<file path="config.mk">
export PLATFORM = sky130hd
export DESIGN_NAME = booth_pp_generator
export DESIGN_NICKNAME = d
export VERILOG_FILES = /design/src/rtl/booth_pp_generator.sv
export SDC_FILE = /design/constraint.sdc
export NUM_CORES = 1
export LEC_CHECK = 0
export CORE_ASPECT_RATIO = 0.75
export CORE_MARGIN = 5
export CORE_UTILIZATION = 42
export CTS_BUF_LIST = sky130_fd_sc_hd__clkbuf_4
export DETAILED_ROUTE_END_ITERATION = 7
export GPL_TIMING_DRIVEN = 0
export PLACE_DENSITY = 0.72
export SLEW_MARGIN = 20
export SYNTH_ARGS = -nofsm -noshare
export SYNTH_HDL_FRONTEND = slang
export SYNTH_SLANG_ARGS = --single-unit
</file>
<file path="constraint.sdc">
create_clock -name clk -period 2.6 [get_ports clk]
set_input_delay 0.26 -clock clk [delete_from_list [all_inputs] [get_ports clk]]
set_output_delay 0.26 -clock clk [all_outputs]
set_load 0.02 [all_outputs]
</file>
<file path="src/rtl/booth_pp_generator.sv">
// Radix-4 Booth partial-product generator.
// Accepts one operand pair, builds one unshifted partial product per cycle,
// then presents all of them in parallel to the Wallace reduction stage and
// holds them until the stage releases them.
module booth_pp_generator #(
    parameter int WIDTH  = 8,
    parameter int PP_W   = 2 * WIDTH,
    parameter int NUM_PP = WIDTH / 2 + 1
) (
    input  logic             clk,
    input  logic             rst_n,
    input  logic             in_valid,
    output logic             in_ready,
    input  logic             signed_mode,
    input  logic [WIDTH-1:0] multiplicand,
    input  logic [WIDTH-1:0] multiplier,
    output logic             out_valid,
    input  logic             out_ready,
    output logic [PP_W-1:0]  _0PP,
    output logic [PP_W-1:0]  _1PP,
    output logic [PP_W-1:0]  _2PP,
    output logic [PP_W-1:0]  _3PP,
    output logic [PP_W-1:0]  _4PP,
    output logic             busy
);

    localparam int                CNT_W    = $clog2(NUM_PP);
    localparam int                BX_W     = WIDTH + 3;
    localparam logic [CNT_W-1:0]  LAST_CNT = CNT_W'(NUM_PP - 1);
    localparam logic [CNT_W-1:0]  CNT_ONE  = CNT_W'(1);
    localparam logic [PP_W-1:0]   PP_ONE   = PP_W'(1);

    typedef enum logic [1:0] {
        IDLE,
        GEN,
        DONE
    } state_t;

    state_t             r_state;
    state_t             w_state_next;

    logic [WIDTH-1:0]   r_m;
    logic [WIDTH-1:0]   r_b;
    logic               r_signed;
    logic [CNT_W-1:0]   r_count;
    logic [PP_W-1:0]    r_pp [NUM_PP];

    logic               w_accept;
    logic               w_last;
    logic [PP_W-1:0]    w_mx;
    logic [PP_W-1:0]    w_mx2;
    logic [BX_W-1:0]    w_bx;
    logic [2:0]         w_group;
    logic [PP_W-1:0]    w_pp_val;

    assign w_accept = (r_state == IDLE) && in_valid;
    assign w_last   = (r_count == LAST_CNT);

    // Operand extension and Booth group selection for the current count
    always_comb begin
        w_mx    = r_signed ? {{(PP_W - WIDTH){r_m[WIDTH-1]}}, r_m}
                           : {{(PP_W - WIDTH){1'b0}}, r_m};
        w_mx2   = w_mx << 1;
        // Two extension bits above B, and the implicit b[-1]=0 below it
        w_bx    = {{2{r_signed & r_b[WIDTH-1]}}, r_b, 1'b0};
        w_group = 3'(w_bx >> {r_count, 1'b0});
    end

    // Booth digit times extended multiplicand, modulo 2^PP_W
    always_comb begin
        w_pp_val = '0;
        case (w_group)
            3'b001, 3'b010: w_pp_val = w_mx;
            3'b011:         w_pp_val = w_mx2;
            3'b100:         w_pp_val = ~w_mx2 + PP_ONE;
            3'b101, 3'b110: w_pp_val = ~w_mx + PP_ONE;
            default:        w_pp_val = '0;
        endcase
    end

    // State register
    always_ff @(posedge clk or negedge rst_n) begin
        if (!rst_n) begin
            r_state <= IDLE;
        end else begin
            r_state <= w_state_next;
        end
    end

    // Next-state logic
    always_comb begin
        w_state_next = r_state;
        case (r_state)
            IDLE:    if (w_accept)  w_state_next = GEN;
            GEN:     if (w_last)    w_state_next = DONE;
            DONE:    if (out_ready) w_state_next = IDLE;
            default:                w_state_next = IDLE;
        endcase
    end

    // Operand latch, generation counter and partial-product registers
    always_ff @(posedge clk or negedge rst_n) begin
        if (!rst_n) begin
            r_m      <= '0;
            r_b      <= '0;
            r_signed <= 1'b0;
            r_count  <= '0;
            for (int unsigned i = 0; i < NUM_PP; i++) begin
                r_pp[i] <= '0;
            end
        end else begin
            case (r_state)
                IDLE: begin
                    if (w_accept) begin
                        r_m      <= multiplicand;
                        r_b      <= multiplier;
                        r_signed <= signed_mode;
                        r_count  <= '0;
                        for (int unsigned i = 0; i < NUM_PP; i++) begin
                            r_pp[i] <= '0;
                        end
                    end
                end
                GEN: begin
                    for (int unsigned i = 0; i < NUM_PP; i++) begin
                        if (32'(r_count) == i) begin
                            r_pp[i] <= w_pp_val;
                        end
                    end
                    r_count <= w_last ? '0 : r_count + CNT_ONE;
                end
                default: begin
                    // DONE: partial products hold until the next accept
                end
            endcase
        end
    end

    assign in_ready  = (r_state == IDLE);
    assign out_valid = (r_state == DONE);
    assign busy      = (r_state != IDLE);

    assign _0PP = r_pp[0];
    assign _1PP = r_pp[1];
    assign _2PP = r_pp[2];
    assign _3PP = r_pp[3];
    assign _4PP = r_pp[4];

endmodule

</file>
==> results.cfg, run 1 <==
[outcome]
status = completed

[die]
die_width_um = 133
rows = 33
ioPinCount = 104
die_height_um = 102
coreArea_sq_mm = 0.0110
start_util_pct = 43.3
die-area_sq_mm = 0.0136

[timing]
drv_slew = 0
skew_ns = 0.0129
min_period_ns = 2.55
whs_ns = 0.213
rsz0062_at_grt = true
final-setup-viol-count = 0
finalCritPeriodShare_pct = 98.1
maxSlewHeadroom_pct = 61.8
tightest_slew_ns = 0.573
hold_violations = 0
fmax_ghz = 0.392

[route]
firstDrtPassIters = 6
drt-total-wl_um = 13400
avgViaCountPerCell = 5.66
dr_total_vias = 4175
drc = 0
ant_nets = 0
drt-initial-drc-count = 355
wl_per_cell_um = 18.2

[synth]
ys_types = 59
synth.mux.area_fraction_pct = 5.30
syn_inst = 469
yosys.area_share.xor_xnor_pct = 1.26
netlist_area_sq_mm = 0.00477
ys_seq_elements = 102
syn_avg_cell_area_sq_um = 10.2
synth-seq-area-share_pct = 53.5
async_flop_share_pct = 100
synthAdderAreaFrac_pct = 1.57
synth_compound_area_share_pct = 20.4
synth_top_family_by_area = compound AO/OA/AOI/OAI gates
ys.flop_type = dfrtp_1
synth_edf_count = 0
synth_fp_nets = 496
yosys.area_share.simple_pct = 14.1
ys_warn_count = 0

[clock_tree]
numCtsBuffers = 9
clock_path_buffers = 2
numClockSinks = 102
path_clk_slew_ns = 0.16
insertion_delay_ns = 0.47
tritoncts = built
cts-root-buf = clkbuf_4
cts_max_level = 3

[global_routing]
antenna_found_initial = 0
gr-usage-met2_pct = 29.8
busiest_layer = met2
grt_use_met3_pct = 6.15
overflow = 0
grtUsageTotal_pct = 20.0
grt_max_degree = 75
grt_pass1_vias = 4049
met1_usage_pct = 29.3
grt_pass1_wl_um = 21600

[final_layout]
fillers = 975
final_cell_mix = 102 x clkdlybuf4s50_1, 99 x dfrtp_1, 98 x nand2_1
stdcell_count = 737
layout_commonest_cell = clkdlybuf4s50_1
antenna_cells = 0
drive_gt1_share_pct = 17.8
fin_util_pct = 57.6
fin_nets = 619
areaGrowthSynthToFinish_pct = 33.1

[placement]
gp_congestion = 0.857
hpwl_um = 9920
dp_cells = 713
io_buffers = 103

[setup_path]
cp-start-kind = register
arrival_ns = 2.91
r2r_slack_ns = 0.05
end_kind = register
worstPathRequired_ns = 2.96
critPathMaxStageDelay_ns = 0.57
path_cells = or4_4, o41a_1, and3_4, a211o_1, a31oi_4, buf_4, o21ai_0
crit_slowest_cell = or4_4
critPathKind = register to register
path_max_fanout = 4

[pwr]
leakage_nw = 2.68
power_density_mw_per_mm2 = 1520
irDropWorstVdd_v = 0.000792

[run]
drv_cap = 0

[worst_hold_path]
min_path_type = input port to async pin
[sequential cells by signal (all words and copies together) (netlist names), 2 cells and up]
name / cells
_0PP: 16
_1PP: 16
_2PP: 16
_3PP: 16
_4PP: 16
r_b: 8
r_m: 8
r_count: 3
r_state: 2
[through the flow]
stage / total power, W / instance area, sq um / setup slack (ns) / TNS [ns]
after floorplan: 0.00624 / 4770 / 0.216 / 0
after global routing: 0.0103 / 6350 / -0.0186 / -0.0186
final: 0.00967 / 6350 / 0.0506 / 0
after detailed placement: 0.00825 / 6010 / -0.313 / -12.88
after global placement: 0.00809 / 5980 / -2.40 / -252.82
after CTS: 0.00937 / 6240 / 0.00295 / 0
[synthesized netlist by cell type (2+ instances only)]
cell      instances  share of area (%)
nand2_1         104                8.2
dfrtp_1         102                 53
o21ai_0          45                4.7
o31ai_1          31                4.9
clkbuf_1         17                1.3
mux2_2           15                3.5
nor2_1           12               0.94
inv_1            10               0.79
o21ai_2          10                1.8
a21oi_1           9               0.94
buf_2             9               0.94
nand3_1           8               0.84
a21o_1            7                1.1
mux2i_1           7                1.5
ha_1              6                1.6
nor2b_1           6               0.79
o211ai_1          6               0.94
nand4_1           4               0.52
or2_2             4               0.52
a221oi_1          3               0.55
a221oi_2          3               0.94
nand2b_1          3               0.39
nor3_1            3               0.31
o22ai_1           3               0.39
xor2_1            3               0.55
a211o_1           2               0.37
a32o_1            2               0.42
buf_1             2               0.16
o22a_1            2               0.37
xnor2_1           2               0.37
[critical path: cells and delay by family (launching register included)]
family                 cells  cell delay, ns
AO/OA/AOI/OAI              4            1.05
buffers and inverters      1            0.17
flip-flops                 1            0.45
AND/OR/NAND/NOR            2            0.78
[metal layers]
metal  wire, um  vias to the layer above  share of wire, %
li1           -                     1910                 -
met1       6390                     2071                48
met2       5870                      182                44
met3       1100                       12               8.2
met4         78                        0              0.58
met5          0                        -                 0
[power breakdown]
group	leakage, nW	internal, W	switching [W]
sequential	1.33	0.00214	0.000383
combinational	1.29	0.00245	0.00395
clock	0.0618	0.000205	0.000535
[area by class of cell]
type | count | area (sq um) | share of cell area, %
plain buffers | 29 | 164 | 2.58
flip-flops and latches | 102 | 2560 | 40.2
multi-input cells | 327 | 2180 | 34.3
well taps | 140 | 175 | 2.76
clock buffers | 10 | 75.1 | 1.18
repair buffers | 113 | 1130 | 17.8
clock inverters | 6 | 37.5 | 0.591
inverters | 10 | 37.5 | 0.591
[final timing paths]
| kind | from | end | depth (start not counted) |
|---|---|---|---|
| worst max-delay path | r_m[5] | _3PP[12] | 7 |
| worst min-delay path | rst_n | r_b[5] | 2 |
| worst max register to register | r_m[5] | _3PP[12] | 7 |
| worst min register to register | _0PP[9] | _0PP[9] | 2 |
| max in group asynchronous | rst_n | _1PP[4] | 3 |
| min in group clk | multiplicand[0] | r_m[0] | 3 |
[logic make-up (layout without fill, tap and decap cells)]
kind of cell | after synthesis | after routing
AOI/OAI and AO/OA | 138 | 138
xor gates and xnor gates | 6 | 6
adders and majority gates | 6 | 6
buffers and inverters | 41 | 168
DFF | 102 | 102
muxes | 23 | 24
and+or+nand+nor | 153 | 153
[what timing repair did]
action,in CTS,in global routing
endpoints found under the setup margin,94,93
resized for setup,17,32
pin swaps,1,2
hold buffers,1,0
cloned,1,0
endpoints found under the hold margin,28,0
setup buffers,4,4
(Power assumes the default switching activity.)
==> inputs of run 2 (changes only) <==
--- a/config.mk
+++ b/config.mk
@@ -12,7 +12,7 @@
 export DETAILED_ROUTE_END_ITERATION = 7
 export GPL_TIMING_DRIVEN = 0
 export PLACE_DENSITY = 0.72
-export SLEW_MARGIN = 20
+export REMOVE_ABC_BUFFERS = 1
 export SYNTH_ARGS = -nofsm -noshare
 export SYNTH_HDL_FRONTEND = slang
 export SYNTH_SLANG_ARGS = --single-unit
==> results.cfg, run 2 (synthesis gave the netlist of run 1 again) <==
[die]
rows = 33
die_width_um = 133
start_util_pct = 43.3
die-area_sq_mm = 0.0136
die_height_um = 102
coreArea_sq_mm = 0.0110
ioPinCount = 104

[final_layout]
areaGrowthSynthToFinish_pct = 33.4
final_cell_mix = 102 x clkdlybuf4s50_1, 98 x dfrtp_1, 97 x nand2_1
design_area_sq_mm = 0.00637
drive_gt1_share_pct = 17.5
layout_commonest_cell = clkdlybuf4s50_1
fin_nets = 604
antenna_cells = 0
fillers = 946

[timing]
maxSlewHeadroom_pct = 50.8
tns_ns = 0
fmax_ghz = 0.396
skew_ns = 0.0137
final-setup-viol-count = 0
hold_violations = 0
finalCritPeriodShare_pct = 97.2
tightest_slew_ns = 0.738
min_period_ns = 2.53
drv_slew = 0
rsz0062_at_grt = true
whs_ns = 0.321

[route]
firstDrtPassIters = 4
drc = 0
drt-total-wl_um = 13500
dr_total_vias = 4027
avgViaCountPerCell = 5.58
wl_per_cell_um = 18.7
drt-initial-drc-count = 176
ant_nets = 0

[setup_path]
critPathKind = register to register
r2r-end = _1PP[14]
arrival_ns = 2.88
r2r_cells = 7
worstReg2RegStart = r_m[3]
worstPathRequired_ns = 2.96
end_kind = register
path_max_fanout = 6
r2r_slack_ns = 0.07
cp-start-kind = register

[clock_tree]
cts_max_level = 3
numClockSinks = 102
tritoncts = built
numCtsBuffers = 9
path_clk_slew_ns = 0.15
clock_path_buffers = 2
insertion_delay_ns = 0.46
cts-root-buf = clkbuf_4

[global_routing]
grt_pass1_wl_um = 22100
overflow = 0
antenna_found_initial = 0
grt_pass1_vias = 4170
grt_max_degree = 61
grtUsageTotal_pct = 20.5

[pwr]
leakage_nw = 2.69
total_power_w = 0.00986
irDropWorstVdd_v = 0.000569
power_density_mw_per_mm2 = 1550

[placement]
io_buffers = 103
gp_congestion = 0.903
hpwl_um = 9420
place_area_sq_mm = 0.00585

[worst_hold_path]
min_path_type = input port to async pin

[run]
drv_cap = 0

[outcome]
status = completed
-- run 2: cell count changes in the layout (fill, tap and decap cells not counted), moves of 3 or more --
| cell | change |
|---|---|
| clkbuf_1 | -10 |
| buf_4 | +11 |
| clkbuf_2 | -3 |
| buf_2 | -7 |
| clkbuf_4 | -3 |
-- run 2: worst max-delay path by stage --
stage / cells after the start / to / from
final: 7 / _1PP[14] / r_m[3]
after detailed placement: 6 / _2PP[13] / r_count[0]
after floorplan: 6 / _0PP[11] / r_count[0]
after global placement: 1 / _1PP[10] / rst_n
after global routing: 8 / _1PP[14] / r_count[0]
after CTS: 6 / _4PP[7] / r_count[0]
-- run 2: worst max-delay path, cell delays in order, from the launching register on --
cell     delay, ns
dfrtp_2       0.45
or4_4         0.56
o41a_1        0.42
and3_4        0.20
a211o_1       0.26
a31oi_4       0.27
buf_4         0.20
o21ai_2       0.06
-- run 2: area by class of cell --
cell class              count  area [sq um]  share of cell area [%]
repair buffers            127          1250                    19.6
well taps                 140           175                    2.75
flip-flops and latches    102          2560                    40.2
multi-input cells         327          2210                    34.8
clock inverters             6          60.1                   0.943
inverters                  10          37.5                   0.590
clock buffers              10          75.1                    1.18
-- run 2: metrics by stage --
step / cells / setup slack [ns] / util (%)
after floorplan: 438 / -0.0862 / -
after global placement: 681 / -2.36 / 52.9
after detailed placement: 682 / -0.967 / 53.1
after CTS: 711 / -0.000597 / 56.5
after global routing: 722 / -0.0381 / 57.8
final: 722 / 0.0732 / 57.8
-- run 2: where the power goes --
| group | internal [W] | total (W) | switching (W) |
|---|---|---|---|
| Sequential | 0.00214 | 0.00262 | 0.000484 |
| Combinational | 0.00257 | 0.00641 | 0.00384 |
| Clock | 0.000304 | 0.000823 | 0.000518 |
| Total | 0.00501 | 0.00986 | 0.00485 |
-- run 2: metal layers --
layer | vias to the layer above | track usage, % | routed length (um)
met5 | - | 0 | 0
met4 | 0 | 6.23 | 153
met3 | 14 | 6.40 | 811
met2 | 122 | 31.9 | 6050
met1 | 2002 | 27.7 | 6460
li1 | 1889 | - | -
-- run 2: timing repair --
action / CTS / global route
hold endpoints to repair: 42 / 0
hold buffers: 1 / 0
pin swaps: 5 / 6
buffers inserted: 11 / 11
cloned: 1 / 0
endpoints found under the setup margin: 97 / 94
gates resized for setup: 27 / 12
==> inputs of run 3 (changes only) <==
--- a/config.mk
+++ b/config.mk
@@ -13,6 +13,8 @@
 export GPL_TIMING_DRIVEN = 0
 export PLACE_DENSITY = 0.72
 export REMOVE_ABC_BUFFERS = 1
+export SKIP_LAST_GASP = 1
 export SYNTH_ARGS = -nofsm -noshare
 export SYNTH_HDL_FRONTEND = slang
 export SYNTH_SLANG_ARGS = --single-unit
+export TNS_END_PERCENT = 10
==> results.cfg, run 3 (synthesis gave the netlist of run 1 again) <==
[timing]
maxSlewHeadroom_pct = 51.0
tightest_slew_ns = 0.735
hold_violations = 0
fmax_ghz = 0.385
drv_slew = 0
rsz0062_at_grt = true
min_period_ns = 2.60
finalCritPeriodShare_pct = 99.9
skew_ns = 0.0141
final-setup-viol-count = 0

[die]
die_height_um = 102
coreArea_sq_mm = 0.0110
start_util_pct = 43.3
rows = 33
ioPinCount = 104
die_width_um = 133
die-area_sq_mm = 0.0136

[route]
drt-initial-drc-count = 219
routed.top_layer = met4
drt-total-wl_um = 13500
wl_per_cell_um = 18.8
firstDrtPassIters = 5
dr_total_vias = 4045
wl_met3_um = 882
ant_nets = 0
avgViaCountPerCell = 5.63
wl_met2_um = 6090
drc = 0
met1Wirelength_um = 6330

[placement]
dp_cells = 682
gp_congestion = 0.903
io_buffers = 103
hpwl_um = 9420

[clock_tree]
numClockSinks = 102
insertion_delay_ns = 0.47
clock_path_buffers = 2
cts_max_level = 3
path_clk_slew_ns = 0.15
tritoncts = built
cts-root-buf = clkbuf_4
numCtsBuffers = 9

[global_routing]
overflow = 0
grt_max_degree = 61
grtUsageTotal_pct = 20.2
grt_pass1_vias = 4135
grt_pass1_wl_um = 21700
antenna_found_initial = 0

[setup_path]
worstReg2RegStart = r_m[5]
critPathKind = register to register
worstPathRequired_ns = 2.97
critPathMaxStageDelay_ns = 0.58
arrival_ns = 2.97
r2r_slack_ns = 0.002
crit_slowest_cell = or4_4
cp-start-kind = register
end_kind = register
r2r-end = _1PP[14]
path_max_fanout = 8
r2r_cells = 7
path_cells = or4_4, o41a_1, and3_4, a211o_1, a31oi_4, buf_6, o21ai_2

[final_layout]
drive_gt1_share_pct = 17.1
final_cell_mix = 102 x clkdlybuf4s50_1, 99 x dfrtp_1, 97 x nand2_1
fillers = 949
areaGrowthSynthToFinish_pct = 33.7
stdcell_count = 718
layout_commonest_cell = clkdlybuf4s50_1
antenna_cells = 0
fin_nets = 600

[outcome]
status = completed

[pwr]
irDropWorstVdd_v = 0.000668
total_power_w = 0.0100
leakage_nw = 2.70
power_density_mw_per_mm2 = 1570

[worst_hold_path]
min_path_type = input port to async pin

[run]
drv_cap = 0
## run 3: cell type report
| cell class | count | area (sq um) | area share (%) |
|---|---|---|---|
| clock inverter | 6 | 60.1 | 0.941 |
| inverter | 10 | 37.5 | 0.588 |
| multi-input combinational | 327 | 2230 | 34.9 |
| clock buffer | 10 | 75.1 | 1.18 |
| sequential | 102 | 2560 | 40.1 |
| tap | 140 | 175 | 2.75 |
| timing repair buffer | 123 | 1250 | 19.6 |
## run 3: critical path, delay by kind of cell (launching register included)
family,cells,cell delay [ns]
flops,1,0.49
compound gates,4,1.04
simple gates,2,0.81
buf+inv,1,0.18
## run 3: power breakdown
part,switching [W],internal (W),leakage (nW)
Sequential,0.000522,0.00214,1.33
Clock,0.000528,0.000304,0.0762
Combinational,0.00388,0.00264,1.29
## run 3: what timing repair did
item | in CTS | in global routing
buffers inserted | 4 | 14
endpoints found under the setup margin | 97 | 94
gates cloned | 1 | 0
resized for setup | 21 | 22
hold endpoints to repair | 42 | 0
hold buffers | 1 | 0
pin swaps | 3 | 4
## run 3: worst max path at each step
stage / start / end / depth (start not counted)
after floorplan: r_count[0] / _0PP[11] / 6
after global placement: rst_n / _1PP[10] / 1
after detailed placement: r_count[0] / _2PP[13] / 6
after CTS: r_count[0] / _3PP[4] / 6
after global routing: r_m[5] / _1PP[14] / 7
final: r_m[5] / _1PP[14] / 7
## run 3: per-layer routing
metal  vias to the layer above  GRT usage [%]
met2                       130           31.5
met1                      2020           27.4
li1                       1878              -
met4                         0           6.23
met5                         -              0
met3                        17           6.15
## run 3: stage by stage
stage / hold slack, ns / utilization (%) / TNS [ns] / area, sq um / setup WS [ns]
after floorplan: -0.0356 / - / -2.02 / 4620 / -0.0862
after global placement: 0.464 / 52.9 / -287.61 / 5830 / -2.36
after detailed placement: 0.296 / 53.1 / -51.50 / 5850 / -0.967
after CTS: 0.308 / 55.8 / -3.65 / 6150 / -0.162
after global routing: 0.350 / 57.9 / -1.56 / 6380 / -0.0892
final: 0.308 / 57.9 / 0 / 6380 / 0.00233
